<file path="config.mk">
export PLATFORM = sky130hd
export DESIGN_NAME = seg7_scan_decoder
export DESIGN_NICKNAME = d
export VERILOG_FILES = /design/src/rtl/seg7_scan_decoder.sv
export SDC_FILE = /design/constraint.sdc
export NUM_CORES = 1
export LEC_CHECK = 0
export BUFFER_PORTS_ARGS = -buffer_cell sky130_fd_sc_hd__buf_4
export CORE_MARGIN = 1.5
export CORE_UTILIZATION = 59
export DETAILED_ROUTE_END_ITERATION = 6
export PLACE_DENSITY = 0.9
export SLEW_MARGIN = 20
export SYNTH_ARGS = -nofsm -noshare
export SYNTH_HDL_FRONTEND = slang
export SYNTH_SLANG_ARGS = --single-unit
</file>
<file path="constraint.sdc">
create_clock -name i_clk -period 7.2 [get_ports i_clk]
set_input_delay 0.72 -clock i_clk [delete_from_list [all_inputs] [get_ports i_clk]]
set_output_delay 0.72 -clock i_clk [all_outputs]
set_load 0.005 [all_outputs]
</file>
<file path="src/rtl/seg7_scan_decoder.sv">
// Snoops a multiplexed 7-segment bus, waits for each digit's pattern to settle,
// and decodes it back into a per-digit hex register bank with valid/err/frame flags.
module seg7_scan_decoder #(
  parameter int DIGITS = 4,
  parameter int STABLE = 3
) (
  input  logic                  i_clk,
  input  logic                  i_rst,
  input  logic [6:0]            i_seg,
  input  logic [DIGITS-1:0]     i_an,
  output logic [4*DIGITS-1:0]   o_hex,
  output logic [DIGITS-1:0]     o_valid,
  output logic                  o_upd,
  output logic [2:0]            o_upd_idx,
  output logic                  o_err,
  output logic                  o_frame
);

  localparam int CW = $clog2(STABLE + 1);

  typedef enum logic [1:0] {IDLE, TRACK, HOLD} state_t;

  state_t            r_state;
  logic [DIGITS-1:0] r_an;
  logic [6:0]        r_seg;
  logic [CW-1:0]     r_cnt;
  logic [DIGITS-1:0] r_seen;

  logic              w_oneHot;
  logic              w_same;
  logic              w_commit;
  logic [2:0]        w_idx;
  logic [4:0]        w_dec;
  logic [DIGITS-1:0] w_seenNext;
  logic              w_allSeen;

  // Returns {legal, value}; unknown patterns come back with legal=0.
  function automatic logic [4:0] decode(input logic [6:0] s);
    case (s)
      7'b1111110: return 5'h10;
      7'b0110000: return 5'h11;
      7'b1101101: return 5'h12;
      7'b1111001: return 5'h13;
      7'b0110011: return 5'h14;
      7'b1011011: return 5'h15;
      7'b1011111: return 5'h16;
      7'b1110010: return 5'h17;
      7'b1111111: return 5'h18;
      7'b1111011: return 5'h19;
      7'b1110111: return 5'h1A;
      7'b0011111: return 5'h1B;
      7'b1001110: return 5'h1C;
      7'b0111101: return 5'h1D;
      7'b1001111: return 5'h1E;
      7'b1000111: return 5'h1F;
      default:    return 5'h00;
    endcase
  endfunction

  // The incoming sample is compared against the previous one, so the edge that
  // registers the STABLE-th identical sample is also the commit edge.
  always_comb begin
    w_oneHot   = $onehot(i_an);
    w_same     = ({i_an, i_seg} == {r_an, r_seg});
    w_commit   = (r_state == TRACK) && w_oneHot && w_same && (r_cnt == CW'(STABLE - 1));
    w_dec      = decode(i_seg);
    w_seenNext = r_seen | i_an;
    w_allSeen  = &w_seenNext;
    w_idx      = 3'd0;
    for (int d = 0; d < DIGITS; d++) begin
      if (i_an[d]) w_idx = 3'(d);
    end
  end

  always_ff @(posedge i_clk) begin
    if (i_rst) begin
      r_state   <= IDLE;
      r_an      <= '0;
      r_seg     <= '0;
      r_cnt     <= '0;
      r_seen    <= '0;
      o_hex     <= '0;
      o_valid   <= '0;
      o_upd     <= 1'b0;
      o_upd_idx <= 3'd0;
      o_err     <= 1'b0;
      o_frame   <= 1'b0;
    end else begin
      r_an    <= i_an;
      r_seg   <= i_seg;
      o_upd   <= 1'b0;
      o_err   <= 1'b0;
      o_frame <= 1'b0;

      case (r_state)
        IDLE: begin
          if (w_oneHot) begin
            r_state <= TRACK;
            r_cnt   <= CW'(1);
          end else begin
            r_cnt   <= '0;
          end
        end
        TRACK: begin
          if (!w_oneHot) begin
            r_state <= IDLE;
            r_cnt   <= '0;
          end else if (!w_same) begin
            r_cnt   <= CW'(1);
          end else if (w_commit) begin
            r_state <= HOLD;
            r_cnt   <= CW'(STABLE);
          end else begin
            r_cnt   <= r_cnt + CW'(1);
          end
        end
        HOLD: begin
          if (!w_oneHot) begin
            r_state <= IDLE;
            r_cnt   <= '0;
          end else if (!w_same) begin
            r_state <= TRACK;
            r_cnt   <= CW'(1);
          end
        end
        default: begin
          r_state <= IDLE;
          r_cnt   <= '0;
        end
      endcase

      if (w_commit) begin
        o_upd     <= 1'b1;
        o_upd_idx <= w_idx;
        o_err     <= ~w_dec[4];
        o_frame   <= w_allSeen;
        r_seen    <= w_allSeen ? '0 : w_seenNext;
        for (int d = 0; d < DIGITS; d++) begin
          if (i_an[d]) begin
            o_valid[d] <= w_dec[4];
            if (w_dec[4]) o_hex[4*d +: 4] <= w_dec[3:0];
          end
        end
      end
    end
  end

endmodule

</file>
# Word level (Yosys, flattened, before mapping)
# Cells that the tools add are included.
# totals
elab_cells,82
in_bits,13
register_bits,45
# classes
n_bitwise,3
muxes,18
addsub,4
eq_ne,25
n_reduce_logical,15
# ops
op,count
$eq 7x7->1 const B,12
$pmux 5 s16,1
$eq 7x6->1 const B,3
$mux 2,9
$pmux 2 s3,2
$reduce_and 3->1,4
$eq 11x11->1,1
$ne 3x3->1 const B,3
$reduce_and 2->1,4
$reduce_and 4->1,2
$eq 7x5->1 const B,1
$mux 3,2
$add 1x1->2,2
$eq 2x2->1 const B,2
$mux 4,1
$or 4x4->4,1
$add 2x2->3,1
$eq 3x1->1 const B,1
$logic_and 1x1->1,3
$mux 1,3
$add 2x1->2 const B,1
$eq 2x1->1 const B,1
$logic_not 2->1,1
$ne 2x2->1 const B,1
2 further kinds,3

# Logic depth before layout (Yosys ltp)
# Gate-level depths: netlist of run 1.
# logic_depth
depth_word,10
mapped_depth,12

# Worst setup path after synthesis of run 1
# No wires, ideal clock.
# synth_path
path_type,input to register
startpoint,input port i_an[3]
endpoint,register o_hex[6]
setup_time_ps,144
setup_slack_ps,3739
t_required_ps,7056
stages,12
arrival_time_ps,3318
n_path_buf,1
cell_sequence,clkbuf_1 -> inv_1 -> fa_1 -> inv_1 -> ha_1 -> ha_1 -> or3b_1 -> nor2_2 -> nor4b_4 -> nand2_1 -> nor2_1 -> o32ai_1
# synth_via
elab_chain_len,7
elab_cells_between_ends,8
# synth_lines
item,line,source
from (decl),10,"input logic [DIGITS-1:0] i_an,"
$add 1x1->2 (not written as such),63,w_oneHot = $onehot(i_an);
$add 2x2->3 (not written as such),63,
$eq 3x1->1,63,
$logic_and 1x1->1,65,w_commit = (r_state == TRACK) && w_oneHot && w_same && (r_cnt == CW'(STABLE - 1));
$logic_and 1x1->1 (*) (2 in series),65,
$reduce_and 3->1 (no source line) (*),n/a,
"to (signal, indexed assignment)",141,if (w_dec[4]) o_hex[4*d +: 4] <= w_dec[3:0];
to (decl),11,"output logic [4*DIGITS-1:0] o_hex,"
# Every way passes the cells marked *; elsewhere a longest branch is shown, timed or not.
# A chain may end at the register's enable or synchronous reset.

# Worst setup path in the final report of run 1
# layout_path
startpoint,input port i_an[0]
endpoint,register o_hex[6]
# Same word-level chain as after synthesis.

==> results.sh, run 1 <==
export IMPL_setup_slack_ns=3.43
export IMPL_fp_dieArea_mm2=0.00407
export IMPL_drc_errors=0
export IMPL_routed_wl_mm=5.24
export IMPL_grt_pass1_wl_mm=8.74
export IMPL_yosysWarningCount=0
export IMPL_grt_setup_unrepaired="no"
export IMPL_fin_setup_tns_ns=0
export IMPL_p_sw_mw=0.119
export IMPL_dpl_cell_area_mm2=0.00243
export IMPL_core_mm2=0.00344
export IMPL_first_pass_iters=5
export IMPL_finalSetupViolCount=0
export IMPL_grt_start_max_net_pins=37
export IMPL_diodes=0
export IMPL_grt_ovfl_total=0
export IMPL_internal_power_mw=0.392
export IMPL_post_route_util_pct=74.3
export IMPL_crit_required_ns=7.36
export IMPL_port_buffers=37
export IMPL_synth_adder_area_share_pct=2.64
export IMPL_clk_path_buf_depth=2
export IMPL_synth_cell_types=60
export IMPL_final_area_mm2=0.00256
export IMPL_worstMarginPinSlew_ns=0.739
export IMPL_peakVddDrop_mv=0.132
export IMPL_pwr_share_clk_pct=40.3
export IMPL_antenna_found_initial=0
export IMPL_startpoint="i_an[0]"
export IMPL_post_route_cells_drive_above_1_share_pct=21.6
export IMPL_switching_share_pct=23.3
export IMPL_final_max_slew_violation_count=0
export IMPL_clk_pin_slew_ns=0.08
export IMPL_max_slew_margin_pct=50.5
export IMPL_worstSetupPathType="in2reg"
export IMPL_cts_tree="done"
export IMPL_synth_seq_cells=44
export IMPL_total_power_mw=0.511
export IMPL_gp_congestion=0.866
export IMPL_hp_class="reg2reg"
export IMPL_r2r_start="r_cnt[0]$_SDFFE_PP0P_"
export IMPL_crit_slowest_cell="nor4b_4"
export IMPL_synth_main_ff_cell="dfxtp_1"
export IMPL_dp_cells=316
export IMPL_die_w_um=63.8
export IMPL_ioPinCount=39
export IMPL_muxShareOfSynthArea_pct=0
export IMPL_grt_usage_pct=27.6
export IMPL_ys_seq_area_share_pct=40.4
export IMPL_areaGrowthSynthToFinish_pct=17.3
export IMPL_cts_sinks=44
export IMPL_synthesis_area_mm2=0.00218
export IMPL_final_common_cell="dfxtp_1"
export IMPL_cts_resized=0
export IMPL_path_cells="buf_4 > inv_1 > fa_1 > inv_1 > ha_1 > ha_1 > or3b_1 > nor2_2 > nor4b_4 > nand2_1 > nor2_1 > o32ai_1"
export IMPL_postSynthAreaPerCell_um2=8.73
export IMPL_die_y_um=63.8
export IMPL_synth_edff_count=0
export IMPL_clock_latency_ns=0.30
export IMPL_vias_per_cell=5.88
export IMPL_hold_viol_final=0
export IMPL_ys_async_sr_fraction_pct=0
export IMPL_critical_path_max_stage_delay_ns=0.63
export IMPL_hold_start="o_valid[2]$_SDFFE_PP0N_"
export IMPL_power_share_sequential_pct=49.0
export IMPL_min_period_ns=3.77
export IMPL_fin_skew_ns=0.00161
export IMPL_hold_buffers=0
export IMPL_fin_crit_sh_pct=52.3
export IMPL_initial_core_util_pct=63.4
export IMPL_synth_xor_xnor_area_share_pct=5.16
export IMPL_fin_cells=324
export IMPL_post_drt_wl_per_cell_um=16.2
export IMPL_yosysTopAreaCellShare_pct=40.4
export IMPL_synth_top_family_by_area="simple AND/OR/NAND/NOR gates"
export IMPL_maxCapViolCount=0
export IMPL_postSynthCellCount=250
export IMPL_p_comb_share_pct=10.7
export IMPL_rows=21
export IMPL_cts_root_buf="clkbuf_8"
export IMPL_vias=1906
export IMPL_synth_top_cell_by_area="dfxtp_1"
export IMPL_route_antenna_remaining_nets=0
export IMPL_powerDensity_mw_per_mm2=200
export IMPL_power_leakage_nw=0.979
export IMPL_path_max_fanout=15
export IMPL_cts_buffers=5
export IMPL_synth_compound_gate_area_share_pct=19.5
export IMPL_cts_setup_buffers=0
export IMPL_grt_pass1_vias=1809
export IMPL_worst_setup_path_end_kind="flop"
export IMPL_nNetsFinal=294
export IMPL_outcome="finished, final reports clean"
export IMPL_dp_slack_ns=3.18
export IMPL_start_kind="input pin"
export IMPL_mostFrequentLayoutCells="dfxtp_1, buf_4, inv_1, nor2_1, a21oi_1"
export IMPL_whs_ns=0.475
export IMPL_dp_hpwl_mm=3.50
export IMPL_synth_area_leaders="dfxtp_1, xnor2_1, inv_1, nor2_1, a21oi_1"
export IMPL_htree_num_levels=2
export IMPL_fmax_mhz=265
export IMPL_first_iter_violations=104
export IMPL_yosys_area_share_simple_pct=24.5
export IMPL_critical_path_arrival_ns=3.93
export IMPL_syn_num_nets=267
==> worst paths after layout <==
check	endpoint	slack (ns)	cells past startpoint
hold reg to reg	o_valid[2]$_SDFFE_PP0N_	0.48	2
setup / recovery	o_hex[6]$_SDFFE_PP0P_	3.43	12
setup reg to reg	o_hex[6]$_SDFFE_PP0P_	4.82	8
hold / removal	o_valid[2]$_SDFFE_PP0N_	0.48	2
==> cells by family after synthesis <==
group	after synthesis
XOR/XNOR	12
AND/OR/NAND/NOR	89
flip-flops	44
other	1
adder cells (fa/ha/maj)	4
buffers and inverters	39
AO/OA/AOI/OAI	61
==> metal layers <==
layer | part of all wire (%) | vias up | global-route usage [%]
met5 | 0 | - | 0
met3 | 7.4 | 11 | 8.80
met1 | 44 | 891 | 34.9
li1 | - | 928 | -
met2 | 47 | 76 | 44.0
met4 | 1.7 | 0 | 10.3
==> cell usage after synthesis, types with 2 or more instances <==
library cell,number
or3b_1,3
nor2_1,21
nand2_1,13
buf_2,8
xnor2_1,11
nor3_1,5
or2_0,2
ha_1,3
o32ai_1,8
nor2b_1,9
inv_1,21
dfxtp_1,44
a211oi_1,3
nand4_2,2
o21ai_0,8
o21ai_1,2
buf_4,3
a32oi_1,2
nand2b_1,3
nand3b_1,5
and3_1,2
o211ai_1,2
nand3_1,7
a21oi_1,15
nor3b_1,2
a21boi_0,3
a311o_1,2
a21o_1,2
o31ai_1,2
clkbuf_1,6
a31oi_1,2
==> worst max-delay path: cells and delay by family <==
family	cells	cell delay [ns]
simple gates	5	1.87
fa+ha+maj	3	0.98
buf+inv	3	0.24
compound gates	1	0.10
==> power groups by stage <==
stage / logic, mW / registers (mW) / clock network (mW)
after floorplan: 0.0407 / 0.255 / 0
after global placement: 0.0519 / 0.256 / 0
after detailed placement: 0.0537 / 0.256 / 0
after CTS: 0.0543 / 0.250 / 0.207
after global routing: 0.0610 / 0.251 / 0.219
final: 0.0547 / 0.250 / 0.206
==> layout make-up <==
| cell class | count | area, um^2 |
|---|---|---|
| Tap cell | 46 | 57.6 |
| Timing Repair Buffer | 37 | 278 |
| Sequential cell | 44 | 881 |
| Clock inverter | 1 | 30.0 |
| Multi-Input combinational cell | 167 | 1130 |
| Clock buffer | 7 | 96.3 |
| Inverter | 22 | 82.6 |
| Fill cell | 249 | 883 |
==> sequential cells by signal, indices dropped and copies added, names as in the netlist <==
register and count:
o_hex 16, o_upd 1, r_an 4, o_valid 4
r_state 2, r_seg 7, o_upd_idx 2, o_err 1
o_frame 1, r_seen 4, r_cnt 2
Note: power is estimated with default switching activity, not from simulation.
==> run 2, diff against run 1 <==
--- a/config.mk
+++ b/config.mk
@@ -7,9 +7,9 @@
 export LEC_CHECK = 0
 export BUFFER_PORTS_ARGS = -buffer_cell sky130_fd_sc_hd__buf_4
 export CORE_MARGIN = 1.5
-export CORE_UTILIZATION = 59
+export CORE_UTILIZATION = 55
 export DETAILED_ROUTE_END_ITERATION = 6
-export PLACE_DENSITY = 0.9
+export PLACE_DENSITY = 0.85
 export SLEW_MARGIN = 20
 export SYNTH_ARGS = -nofsm -noshare
 export SYNTH_HDL_FRONTEND = slang
==> constraint.sdc (replaced) <==
create_clock -name i_clk -period 3.91 [get_ports i_clk]
set_input_delay 0.391 -clock i_clk [delete_from_list [all_inputs] [get_ports i_clk]]
set_output_delay 0.391 -clock i_clk [all_outputs]
set_load 0.005 [all_outputs]
==> run 2 against run 1 <==
Effect of this change: non-clock buffer count grew 1; total power grew 61%; count of clock-buffer cells in the layout shrank 1; cell area shrank 1.5%; wire length shrank 15%; first-iteration DRC count grew 72%; hold slack lost 0.065 ns; critical endpoint is now o_hex[8]$_SDFFE_PP0P_.
==> results.sh, run 2 (same netlist as run 1, synthesis figures left out) <==
export IMPL_worstSetupPathType="in2reg"
export IMPL_crit_buf_inv=4
export IMPL_grt_pass1_wl_mm=7.52
export IMPL_cts_tree="done"
export IMPL_fp_dieArea_mm2=0.00435
export IMPL_fmax_mhz=329
export IMPL_worstMarginPinSlew_ns=0.596
export IMPL_largest_registers="o_hex: 16 flops, r_seg: 7 flops"
export IMPL_hold_viol_final=0
export IMPL_grt_usage_pct=22.3
export IMPL_r2r_start="r_cnt[0]$_SDFFE_PP0P_"
export IMPL_maxCapViolCount=0
export IMPL_first_pass_iters=4
export IMPL_post_route_cells_drive_above_1_share_pct=21.2
export IMPL_final_max_slew_violation_count=0
export IMPL_antenna_found_initial=0
export IMPL_path_max_fanout=10
export IMPL_drc_errors=0
export IMPL_grt_pass1_vias=1751
export IMPL_critical_path_max_stage_delay_ns=0.53
export IMPL_peakVddDrop_mv=0.244
export IMPL_nNetsFinal=295
export IMPL_crit_required_ns=4.13
export IMPL_first_iter_violations=179
export IMPL_grt_setup_unrepaired="no"
export IMPL_r2r_setup_slack_ns=1.88
export IMPL_final_common_cell="dfxtp_1"
export IMPL_cts_buffers=5
export IMPL_cts_setup_buffers=0
export IMPL_hold_buffers=0
export IMPL_fin_crit_sh_pct=77.8
export IMPL_fillers=313
export IMPL_finalSetupViolCount=0
export IMPL_max_slew_margin_pct=59.9
export IMPL_post_drt_wl_per_cell_um=13.7
export IMPL_diodes=0
export IMPL_clk_pin_slew_ns=0.08
export IMPL_routed_wl_mm=4.47
export IMPL_final_area_mm2=0.00252
export IMPL_hp_class="in2reg"
export IMPL_worst_setup_path_end_kind="flop"
export IMPL_start_kind="input pin"
export IMPL_mostFrequentLayoutCells="dfxtp_1, buf_4, inv_1, nor2_1, a21oi_1"
export IMPL_crit_slowest_cell="fa_1"
export IMPL_power_leakage_nw=0.961
export IMPL_dpl_cell_area_mm2=0.00244
export IMPL_fin_skew_ns=0.00350
export IMPL_startpoint="i_an[0]"
export IMPL_path_cells="buf_4 > inv_1 > fa_1 > inv_1 > ha_1 > ha_1 > or3b_1 > nor2_2 > nor4b_4 > buf_4 > nand2_2 > or2_1 > o21ai_1"
export IMPL_grt_start_max_net_pins=37
export IMPL_die_y_um=66.0
export IMPL_cp_top_family="simple AND/OR/NAND/NOR gates"
export IMPL_htree_num_levels=2
export IMPL_largest_register="o_hex"
export IMPL_grt_ovfl_total=0
export IMPL_vias=1863
export IMPL_ioPinCount=39
export IMPL_dp_hpwl_mm=3.22
export IMPL_crit_end="o_hex[8]$_SDFFE_PP0P_"
export IMPL_min_period_ns=3.04
export IMPL_vias_per_cell=5.71
export IMPL_clk_path_buf_depth=2
export IMPL_powerDensity_mw_per_mm2=327
export IMPL_outcome="finished, final reports clean"
export IMPL_cts_resized=0
export IMPL_gp_congestion=0.837
export IMPL_worst_r2r_endpoint="o_hex[8]$_SDFFE_PP0P_"
export IMPL_cts_sinks=44
export IMPL_ff2ff_path_depth=9
export IMPL_cts_root_buf="clkbuf_8"
export IMPL_rows=22
export IMPL_seq_area_um2=881
export IMPL_critical_path_arrival_ns=3.26
export IMPL_multiInputGateArea_mm2=0.00113
export IMPL_areaGrowthSynthToFinish_pct=15.5
export IMPL_core_mm2=0.00374
export IMPL_port_buffers=37
export IMPL_largest_register_ffs=16
export IMPL_cp_depth=13
export IMPL_fin_setup_tns_ns=0
export IMPL_die_w_um=66.0
export IMPL_clock_latency_ns=0.29
export IMPL_route_antenna_remaining_nets=0
export IMPL_initial_core_util_pct=58.3
-- run 2: worst min-delay path by stage --
stage                            startpoint  cells after the start                 endpoint
floorplan            r_seen[0]$_SDFFE_PP0N_                      2   r_seen[0]$_SDFFE_PP0N_
global placement    o_valid[3]$_SDFFE_PP0N_                      2  o_valid[3]$_SDFFE_PP0N_
detailed placement   r_seen[0]$_SDFFE_PP0N_                      2   r_seen[0]$_SDFFE_PP0N_
CTS                                 i_an[1]                      3    o_hex[7]$_SDFFE_PP0P_
global route                        i_an[1]                      3    o_hex[7]$_SDFFE_PP0P_
finish                              i_an[3]                      3   o_hex[15]$_SDFFE_PP0P_
-- run 2: area by class of cell --
class                   count  area share, %
multi-input cells         167           45.0
inverters                  22           3.28
well taps                  48           2.38
flip-flops and latches     44           35.0
clock buffers               6           2.88
repair buffers             38           11.3
clock inverters             1          0.199
-- run 2: power breakdown --
part | switching, mW | internal, mW | leakage, nW
clock network | 0.144 | 0.122 | 0.0410
logic | 0.0575 | 0.0398 | 0.562
registers | 0.00458 | 0.456 | 0.358
-- run 2: metrics by stage --
step / util [%] / power, mW / hold slack [ns] / instances / worst slack [ns]
3_3_place_gp: 65.2 / 0.566 / 0.448 / 319 / 0.660
5_1_grt: 67.3 / 0.862 / 0.407 / 326 / 0.700
3_5_place_dp: 65.2 / 0.568 / 0.451 / 319 / 0.583
2_1_floorplan: - / 0.545 / 0.435 / 250 / 0.778
4_1_cts: 67.3 / 0.825 / 0.399 / 326 / 0.869
6_report: 67.3 / 0.823 / 0.411 / 326 / 0.870
-- run 2: worst min-delay path, cell delays in order --
cell and delay, ns:
buf_4 0.14, nand3_1 0.07, a21oi_1 0.06
-- run 2: layer usage --
| metal | share of wire, % | vias up | global-route usage [%] |
|---|---|---|---|
| met4 | 1.4 | 0 | 9.18 |
| met5 | 0 | - | 0 |
| met2 | 49 | 49 | 37.1 |
| li1 | - | 925 | - |
| met3 | 4.3 | 6 | 4.60 |
| met1 | 45 | 883 | 28.1 |
==> run 3, diff against run 2 <==
--- a/config.mk
+++ b/config.mk
@@ -7,9 +7,9 @@
 export LEC_CHECK = 0
 export BUFFER_PORTS_ARGS = -buffer_cell sky130_fd_sc_hd__buf_4
 export CORE_MARGIN = 1.5
-export CORE_UTILIZATION = 55
+export CORE_UTILIZATION = 50
 export DETAILED_ROUTE_END_ITERATION = 6
-export PLACE_DENSITY = 0.85
+export PLACE_DENSITY = 0.82
 export SLEW_MARGIN = 20
 export SYNTH_ARGS = -nofsm -noshare
 export SYNTH_HDL_FRONTEND = slang
==> constraint.sdc (replaced) <==
create_clock -name i_clk -period 2.7 [get_ports i_clk]
set_input_delay 0.27 -clock i_clk [delete_from_list [all_inputs] [get_ports i_clk]]
set_output_delay 0.27 -clock i_clk [all_outputs]
set_load 0.005 [all_outputs]
==> run 3 against run 2 <==
Effect of this change: setup slack worse by 0.66 ns; count of clock-buffer cells in the layout unchanged; clock power up 64%; global-route usage down 1.4 points; final cell count up 5.2%; cell area up 6.3%; combinational power up 69%; clock skew up 0.0020 ns; register-to-register slack worse by 1.1 ns; wire length up 10%; sequential power up 45%; die area up 9.5%; highest routed layer unchanged.
==> results.sh, run 3 (same netlist as run 1, synthesis figures left out) <==
export IMPL_outcome="finished, final reports clean"
export IMPL_largest_register_ffs=16
export IMPL_worstMarginPinSlew_ns=0.682
export IMPL_rows=23
export IMPL_clock_latency_ns=0.30
export IMPL_grt_usage_pct=20.9
export IMPL_hp_class="in2reg"
export IMPL_die_w_um=69.1
export IMPL_cts_buffers=5
export IMPL_crit_required_ns=2.86
export IMPL_grt_setup_unrepaired="no"
export IMPL_worst_setup_path_end_kind="flop"
export IMPL_dp_hpwl_mm=3.52
export IMPL_htree_num_levels=2
export IMPL_drc_errors=0
export IMPL_fin_setup_tns_ns=0
export IMPL_hold_viol_final=0
export IMPL_vias_per_cell=5.48
export IMPL_fillers=342
export IMPL_cts_resized=0
export IMPL_whs_ns=0.215
export IMPL_powerDensity_mw_per_mm2=473
export IMPL_dp_cells=335
export IMPL_largest_registers="o_hex: 16 flops, r_seg: 7 flops"
export IMPL_die_y_um=69.1
export IMPL_path_max_fanout=7
export IMPL_ioPinCount=39
export IMPL_first_iter_violations=88
export IMPL_first_pass_iters=4
export IMPL_antenna_found_initial=0
export IMPL_initial_core_util_pct=53.4
export IMPL_grt_pass1_vias=1784
export IMPL_clk_pin_slew_ns=0.08
export IMPL_path_cells="buf_4 > inv_1 > fa_1 > inv_1 > ha_2 > ha_4 > or3b_4 > nor2_4 > nor4b_4 > buf_4 > nand2_2 > nor2_1 > o32ai_1"
export IMPL_mostFrequentLayoutCells="buf_4, dfxtp_1, nor2_1"
export IMPL_diodes=0
export IMPL_power_leakage_nw=1.03
export IMPL_gp_congestion=0.828
export IMPL_final_common_cell="buf_4"
export IMPL_cp_top_family="simple AND/OR/NAND/NOR gates"
export IMPL_post_drt_wl_per_cell_um=14.4
export IMPL_port_buffers=37
export IMPL_max_slew_margin_pct=54.1
export IMPL_cts_tree="done"
export IMPL_fin_skew_ns=0.00546
export IMPL_finalSetupViolCount=0
export IMPL_post_route_cells_drive_above_1_share_pct=27.6
export IMPL_fin_crit_sh_pct=92.3
export IMPL_clk_path_buf_depth=2
export IMPL_peakVddDrop_mv=0.355
export IMPL_cts_sinks=44
export IMPL_maxCapViolCount=0
export IMPL_areaGrowthSynthToFinish_pct=22.7
export IMPL_hold_buffers=0
export IMPL_largest_register="o_hex"
export IMPL_critical_path_arrival_ns=2.65
export IMPL_fin_cells=343
export IMPL_fmax_mhz=401
export IMPL_route_antenna_remaining_nets=0
export IMPL_nNetsFinal=309
export IMPL_min_period_ns=2.49
export IMPL_vias=1881
export IMPL_final_max_slew_violation_count=0
export IMPL_cts_setup_buffers=0
export IMPL_critical_path_max_stage_delay_ns=0.53
export IMPL_grt_pass1_wl_mm=8.17
export IMPL_core_mm2=0.00409
export IMPL_crit_buf_inv=4
export IMPL_cts_root_buf="clkbuf_8"
export IMPL_routed_wl_mm=4.93
export IMPL_start_kind="input pin"
export IMPL_worstSetupPathType="in2reg"
export IMPL_crit_slowest_cell="fa_1"
export IMPL_grt_start_max_net_pins=37
export IMPL_grt_ovfl_total=0
export IMPL_fp_dieArea_mm2=0.00477
run 3: changes by cell type in the layout (fill, tap and decap cells not counted), sizes merged:
cell	change
buf	+14
clkinvlp	+2
clkinv	-1
run 3: layout make-up:
type / instances / area [um^2] / area share, %
Tap cell: 50 / 62.6 / 2.34
Timing Repair Buffer: 52 / 390 / 14.6
Multi-Input combinational cell: 167 / 1160 / 43.4
Clock buffer: 6 / 82.6 / 3.08
Clock inverter: 2 / 15.0 / 0.561
Sequential cell: 44 / 881 / 32.9
Inverter: 22 / 85.1 / 3.18
run 3: layer usage:
metal  vias to the layer above  wire length, um  part of all wire [%]  GRT usage [%]
met5                         -                0                     0              0
met4                         0               84                   1.7           8.28
met3                        12              201                   4.1           5.12
met2                        41             2380                    48           34.4
met1                       876             2260                    46           26.2
li1                        952                -                     -              -
run 3: worst reg2reg max path, stage by stage (launching register included):
cell	delay, ns
dfxtp_1	0.32
xnor2_1	0.20
nand4_2	0.16
nor3_2	0.41
nand3_2	0.22
or2_4	0.32
a211oi_2	0.20
run 3: final timing paths:
kind | start | to | slack, ns | cells after the start
max | i_an[0] | o_hex[6]$_SDFFE_PP0P_ | 0.21 | 13
min | i_an[3] | r_an[3]$_SDFF_PP0_ | 0.21 | 3
max reg2reg | r_seg[2]$_SDFF_PP0_ | o_hex[1]$_SDFFE_PP0P_ | 0.79 | 6
min reg2reg | o_valid[0]$_SDFFE_PP0N_ | o_valid[0]$_SDFFE_PP0N_ | 0.46 | 2
run 3: through the flow:
stage,total power [mW],area (um^2),utilization (%),setup slack [ns]
after global placement,0.839,2580,63.1,0.00186
after detailed placement,0.846,2580,63.1,-0.107
after global routing,1.32,2680,65.5,0.0697
after floorplan,0.800,2240,-,-0.00142
final,1.27,2680,65.5,0.208
after CTS,1.28,2680,65.5,0.211
run 3: power breakdown:
group | leakage, nW | switching, mW | internal [mW]
Clock | 0.0434 | 0.228 | 0.207
Combinational | 0.626 | 0.0936 | 0.0709
Sequential | 0.358 | 0.00673 | 0.660
Total | 1.03 | 0.328 | 0.938
